**src/rtl/debug_pkg.sv**
```systemverilog
// Shared definitions for the debug unit.
//   - Host command byte codes (run, step, pause, dump).
//   - Command FSM state encoding.
//   - Default frame header byte.
//   - Helper that gives the number of bytes needed to carry a bus of a given width.
package debug_pkg;

    localparam logic [7:0] CMD_RUN   = 8'h43;  // 'C'
    localparam logic [7:0] CMD_STEP  = 8'h53;  // 'S'
    localparam logic [7:0] CMD_PAUSE = 8'h50;  // 'P'
    localparam logic [7:0] CMD_DUMP  = 8'h44;  // 'D'

    localparam logic [7:0] HDR_BYTE_DEFAULT = 8'hA5;

    typedef enum logic [2:0] {
        IDLE = 3'd0,
        RUN  = 3'd1,
        STEP = 3'd2,
        SNAP = 3'd3,
        SEND = 3'd4
    } state_t;

    // Number of whole bytes needed to carry bus_w bits.
    function automatic int nbytes(input int bus_w);
        return (bus_w + 7) / 8;
    endfunction

endpackage

```
**src/rtl/debug_serializer.sv**
```systemverilog
// Snapshot-and-stream engine for the datapath status bus.
// A one-cycle load pulse captures dp_bus into a zero-extended shadow register
// and presents the header byte. Each accepted byte advances to the next shadow
// byte, LSB byte first. done pulses (combinationally) on the cycle the final
// byte is accepted; tx_valid drops on that same edge.
//
// Handshake: a byte transfers on any cycle with tx_valid=1 and tx_ready=1.
// Once tx_valid is raised, tx_valid and tx_data hold until that transfer.
//
// Ports:
//   clk, rst        clock, asynchronous active-low reset
//   load            one-cycle start pulse; samples dp_bus
//   dp_bus          datapath status bus
//   tx_ready        UART can take a byte
//   tx_valid        tx_data valid
//   tx_data         byte being offered
//   done            high on the cycle the last byte is accepted
module debug_serializer
    import debug_pkg::*;
#(
    parameter int          BUS_W    = 1401,
    parameter logic [7:0]  HDR_BYTE = HDR_BYTE_DEFAULT
) (
    input  logic             clk,
    input  logic             rst,
    input  logic             load,
    input  logic [BUS_W-1:0] dp_bus,
    input  logic             tx_ready,
    output logic             tx_valid,
    output logic [7:0]       tx_data,
    output logic             done
);

    localparam int NBYTES = nbytes(BUS_W);
    localparam int SH_W   = NBYTES * 8;
    localparam int IDX_W  = $clog2(NBYTES + 1);
    localparam logic [IDX_W-1:0] LAST_IDX = IDX_W'(NBYTES);

    logic [SH_W-1:0]  shadow;
    logic [IDX_W-1:0] idx;      // 0 = header on the wire, k = shadow byte k-1
    logic             xfer;
    logic [7:0]       next_byte;

    assign xfer = tx_valid && tx_ready;
    assign done = xfer && (idx == LAST_IDX);

    // The byte that follows the one currently offered is shadow byte idx.
    always_comb begin
        next_byte = 8'h00;
        if (idx < LAST_IDX) begin
            next_byte = shadow[int'(idx) * 8 +: 8];
        end
    end

    always_ff @(posedge clk or negedge rst) begin
        if (!rst) begin
            shadow   <= '0;
            idx      <= '0;
            tx_valid <= 1'b0;
            tx_data  <= 8'h00;
        end else if (load) begin
            // Unsigned cast zero-fills the pad bits of the last byte.
            shadow   <= SH_W'(dp_bus);
            idx      <= '0;
            tx_valid <= 1'b1;
            tx_data  <= HDR_BYTE;
        end else if (xfer) begin
            if (idx == LAST_IDX) begin
                tx_valid <= 1'b0;
            end else begin
                tx_data <= next_byte;
                idx     <= idx + 1'b1;
            end
        end
    end

endmodule

```
**src/rtl/debug_unit_ctrl.sv**
```systemverilog
// Debug unit controller between the UART byte interface and the datapath.
// Decodes single-byte host commands (run, step, pause, dump), gates the
// datapath through a registered clock enable, and dumps a snapshot of the
// datapath status bus as a framed byte stream (header + NBYTES bytes).
//
// Handshake: a byte transfers on any cycle with tx_valid=1 and tx_ready=1;
// tx_valid/tx_data are held unchanged until that transfer.
//
// Ports:
//   clk, rst        clock, asynchronous active-low reset
//   rx_rdy, rx_data one-cycle strobe and received command byte
//   dp_bus          datapath status bus (sampled in SNAP only)
//   halt_in         datapath has halted (level)
//   tx_ready        UART can accept a byte
//   tx_valid        tx_data valid
//   tx_data         byte to transmit
//   dp_en           datapath clock enable (registered)
//   dumping         high in SNAP and SEND
//   state           current command FSM state (debug visibility)
module debug_unit_ctrl
    import debug_pkg::*;
#(
    parameter int         BUS_W       = 1401,
    parameter int         STEP_CYCLES = 1,
    parameter logic [7:0] HDR_BYTE    = HDR_BYTE_DEFAULT
) (
    input  logic             clk,
    input  logic             rst,
    input  logic             rx_rdy,
    input  logic [7:0]       rx_data,
    input  logic [BUS_W-1:0] dp_bus,
    input  logic             halt_in,
    input  logic             tx_ready,
    output logic             tx_valid,
    output logic [7:0]       tx_data,
    output logic             dp_en,
    output logic             dumping,
    output state_t           state
);

    localparam int STEP_W = (STEP_CYCLES > 1) ? $clog2(STEP_CYCLES) : 1;
    localparam logic [STEP_W-1:0] STEP_LAST = STEP_W'(STEP_CYCLES - 1);

    logic [STEP_W-1:0] step_cnt;
    logic              load;
    logic              done;

    // SNAP lasts exactly one cycle, so this is a one-cycle pulse. dp_en is
    // already low by then, so the sampled bus is stable.
    assign load = (state == SNAP);

    always_ff @(posedge clk or negedge rst) begin
        if (!rst) begin
            state    <= IDLE;
            dp_en    <= 1'b0;
            dumping  <= 1'b0;
            step_cnt <= '0;
        end else begin
            case (state)
                IDLE: begin
                    dp_en <= 1'b0;
                    if (rx_rdy) begin
                        // A halted program stays halted: run/step are refused.
                        if (rx_data == CMD_RUN && !halt_in) begin
                            state <= RUN;
                            dp_en <= 1'b1;
                        end else if (rx_data == CMD_STEP && !halt_in) begin
                            state    <= STEP;
                            dp_en    <= 1'b1;
                            step_cnt <= '0;
                        end else if (rx_data == CMD_DUMP) begin
                            state   <= SNAP;
                            dumping <= 1'b1;
                        end
                    end
                end
                RUN: begin
                    // halt and pause together still produce one dump.
                    if (halt_in || (rx_rdy && rx_data == CMD_PAUSE)) begin
                        state   <= SNAP;
                        dp_en   <= 1'b0;
                        dumping <= 1'b1;
                    end
                end
                STEP: begin
                    // step_cnt counts enabled cycles already completed.
                    if (halt_in || step_cnt == STEP_LAST) begin
                        state   <= SNAP;
                        dp_en   <= 1'b0;
                        dumping <= 1'b1;
                    end else begin
                        step_cnt <= step_cnt + 1'b1;
                    end
                end
                SNAP: begin
                    state <= SEND;
                end
                SEND: begin
                    dp_en <= 1'b0;
                    if (done) begin
                        state   <= IDLE;
                        dumping <= 1'b0;
                    end
                end
                default: begin
                    state   <= IDLE;
                    dp_en   <= 1'b0;
                    dumping <= 1'b0;
                end
            endcase
        end
    end

    debug_serializer #(
        .BUS_W    (BUS_W),
        .HDR_BYTE (HDR_BYTE)
    ) u_serializer (
        .clk      (clk),
        .rst      (rst),
        .load     (load),
        .dp_bus   (dp_bus),
        .tx_ready (tx_ready),
        .tx_valid (tx_valid),
        .tx_data  (tx_data),
        .done     (done)
    );

endmodule

```
**config.mk**
```make
export PLATFORM = sky130hd
export DESIGN_NAME = debug_unit_ctrl
export DESIGN_NICKNAME = d
export VERILOG_FILES = /design/src/rtl/debug_pkg.sv /design/src/rtl/debug_serializer.sv /design/src/rtl/debug_unit_ctrl.sv
export SDC_FILE = /design/constraint.sdc
export NUM_CORES = 2
export LEC_CHECK = 0
export CORE_AREA = 2 2 555 557
export DETAILED_ROUTE_END_ITERATION = 8
export DIE_AREA = 0 0 557 559
export PLACE_DENSITY_LB_ADDON = 0.25
export SLEW_MARGIN = 40
export SYNTH_ARGS = -nofsm -noshare
export SYNTH_HDL_FRONTEND = slang
export SYNTH_SLANG_ARGS = --single-unit
export TNS_END_PERCENT = 20
```
**constraint.sdc**
```tcl
create_clock -name clk -period 5.6 [get_ports clk]
set_input_delay 0.56 -clock clk [delete_from_list [all_inputs] [get_ports clk]]
set_output_delay 0.56 -clock clk [all_outputs]
set_load 0.01 [all_outputs]
```
==> metrics.cfg <==
[floorplan]
std_cell_rows=203
io_pins=1428
die_area_um2=311400
die_x_um=557
core_um2=305000
fp.dieH_um=559
initial_core_util=0.2130

[logic_synthesis]
synthFlopType=dfrtp_1
postSynthCellCount=7085
synth_edf_count=0
yosysTopAreaCellShare=0.5485
netlist_area_um2=64960
synth_top_area_cell=dfrtp_1
syn_nets=8501
synth.area.top_cells=dfrtp_1 55%, nand2_1 25%, mux4_2 9.5%, mux2i_1 2.8%, clkbuf_1 1.9%
ys_seq_elements=1424
yosys_warnings=0
avgSynthCellArea_um2=9.169
synthDistinctLibCells=73
yosysSeqAreaShare=0.5485
async_reset_ff_frac=1.000

[pwr]
vdd_ir_drop_max_mv=0.3168
intPower_mw=30.67
p_comb_frac=0.409
switching_share=0.4161
total_power_mw=52.53
clock_power_share=0.228
power_switching_mw=21.86
power_per_cell_area_nw_per_um2=581.0
power.share.sequential=0.363
p_leak_nw=42.50

[setup_path]
arrival_ns=4.87
crit_path_end_kind=flip-flop
path_class=reg -> reg
startpoint_type=flip-flop
crit_fanout=48
critPathRequiredTime_ns=6.34

[grt]
grt_pass1_wl_um=492300
grt_max_degree=186
grt_use_total=0.2264
grt_pass1_vias=59910
grt_overflow=0
antenna_found_initial=162

[route]
drtIter0Drc=4546
drtPass1Iterations=5
via_per_inst=4.540
drt-total-wl_um=361800
route.detailed.drc=0
postRouteAntennaNets=0
wl_per_cell_um=28.56
num_vias=57500

[cells_and_area]
final_common_cell=nand2_1
drive_above_1_share=0.08889
fin_nets=9797
mostFrequentLayoutCells=4,353 x nand2_1, 1,426 x clkdlybuf4s50_1, 1,419 x dfrtp_1
area_delta_synth_final_pct=39.18

[cts]
clockBufferDepth=4
clk_latency_ns=0.88
cts-root-buf=clkbuf_16
cts_buffers=178
clock_sinks=1424
htreeDepth=4
clkTransAtPathRegs_ns=0.07
cts_tree=yes

[timing]
worst_pin_slew_ns=0.8883
finalHoldViolCount=0
fin_crit_ns=4.124
slew_headroom=0.4078
drv_slew=0
fin_tns_setup_ns=0
fin_crit_sh=0.7365
final.setup.worst_slack_ns=1.476
rsz0062_at_grt=false
fmax_mhz=242.5
skew_ns=0.04962
setup-violations-final=0

[placed_design]
hpwl_um=279000
post-place-ws_ns=1.244
port-buffer-count=1427
place.gp.congestion=0.8963

[min_path]
hold_class=in -> reg

[run]
drv_cap=0

[status]
status=finished, final reports clean

layer usage:
layer,global-route usage,up-vias,routed length (um)
li1,-,25430,-
met1,0.2936,29140,153800
met2,0.3732,2301,171000
met3,0.04850,542,23750
met4,0.07297,88,12720
met5,0,-,574
layout make-up:
class / instances / area, um^2
Clock buffer: 242 / 5037
Fill cell: 32150 / 214600
Clock inverter: 62 / 845.8
Inverter: 9 / 52.55
Antenna cell: 60 / 150.1
Timing Repair Buffer: 1564 / 16030
Tap cell: 4100 / 5130
Multi-Input combinational cell: 5204 / 27520
Sequential cell: 1424 / 35650
synth_stat cells (9+ instances only):
master and n:
a2111oi_0 14, a211o_1 13, a21oi_1 31, a221oi_1 17
a22oi_1 16, a32oi_1 14, buf_1 23, buf_2 45
buf_4 29, buf_6 18, clkbuf_1 328, dfrtp_1 1424
mux2_2 12, mux2i_1 181, mux4_1 9, mux4_2 274
nand2_1 4353, nand3_1 19, nor2_1 44, nor3_1 12
o21ai_0 21, o221ai_1 25, o22ai_1 41
what timing repair did:
action | 4_1_cts | 5_1_grt
setup buffers | 0 | 0
endpoints found under the hold margin | 66 | 0
resized for setup | 0 | 0
hold buffers | 1 | 0
registers in the layout, indices dropped and copies added (netlist names):
signal and count:
u_serializer.tx_data 8, u_serializer.idx 8, dumping 1, u_serializer.tx_valid 1
dp_en 1, step_cnt 1, state 3, u_serializer.shadow 1401
power by group through the flow:
stage | Combinational, mW | Clock, mW | Sequential (mW)
global route | 23.8 | 12.7 | 19.6
CTS | 22.1 | 12.3 | 19.1
detailed placement | 21.9 | 0 | 19.2
finish | 21.5 | 12.0 | 19.1
global placement | 21.4 | 0 | 19.2
floorplan | 13.2 | 0 | 17.2
per-stage QoR:
step / utilization / instance area, um^2 / instances / hold WS [ns]
floorplan: - / 64960 / 7085 / 0.2644
global placement: 0.2744 / 83720 / 12280 / 0.4522
detailed placement: 0.2761 / 84230 / 12300 / 0.4576
CTS: 0.2954 / 90120 / 12600 / 0.1230
global route: 0.2962 / 90350 / 12640 / 0.1494
finish: 0.2964 / 90420 / 12670 / 0.2011
worst max-delay path: stages (launching register included):
cell and delay, ns:
dfrtp_4 0.57, buf_12 0.23, buf_12 0.23, buf_12 0.41, or3b_2 0.68, o22ai_1 0.34
a211o_1 0.35, o21ai_1 0.61, o22ai_1 0.18, a221o_1 0.33
cell families (layout without fill, tap and decap cells):
logic type / count (synthesis) / after routing / share of synthesized area
AND/OR/NAND/NOR: 4472 / 4472 / 0.2613
buffers and inverters: 457 / 1877 / 0.03213
XOR/XNOR: 6 / 6 / 0.0008089
AO/OA/AOI/OAI: 248 / 248 / 0.02826
adder cells (fa/ha/maj): 2 / 2 / 0.0003851
multiplexers: 476 / 476 / 0.1286
flip-flops: 1424 / 1424 / 0.5485
other: 0 / 60 / 0
worst paths after layout:
check / start / end / slack (ns) / depth (start not counted)
worst min register to register: u_serializer.shadow[721] / u_serializer.shadow[721] / 0.47 / 2
worst min-delay path: dp_bus[1073] / u_serializer.shadow[1073] / 0.20 / 3
worst max register to register: u_serializer.idx[0] / u_serializer.tx_data[5] / 1.48 / 9
worst max-delay path: u_serializer.idx[0] / u_serializer.tx_data[5] / 1.48 / 9
max in group asynchronous: rst / u_serializer.shadow[131] / 3.57 / 5
min in group asynchronous: rst / u_serializer.shadow[329] / 0.24 / 2
(Power assumes the default switching activity.)
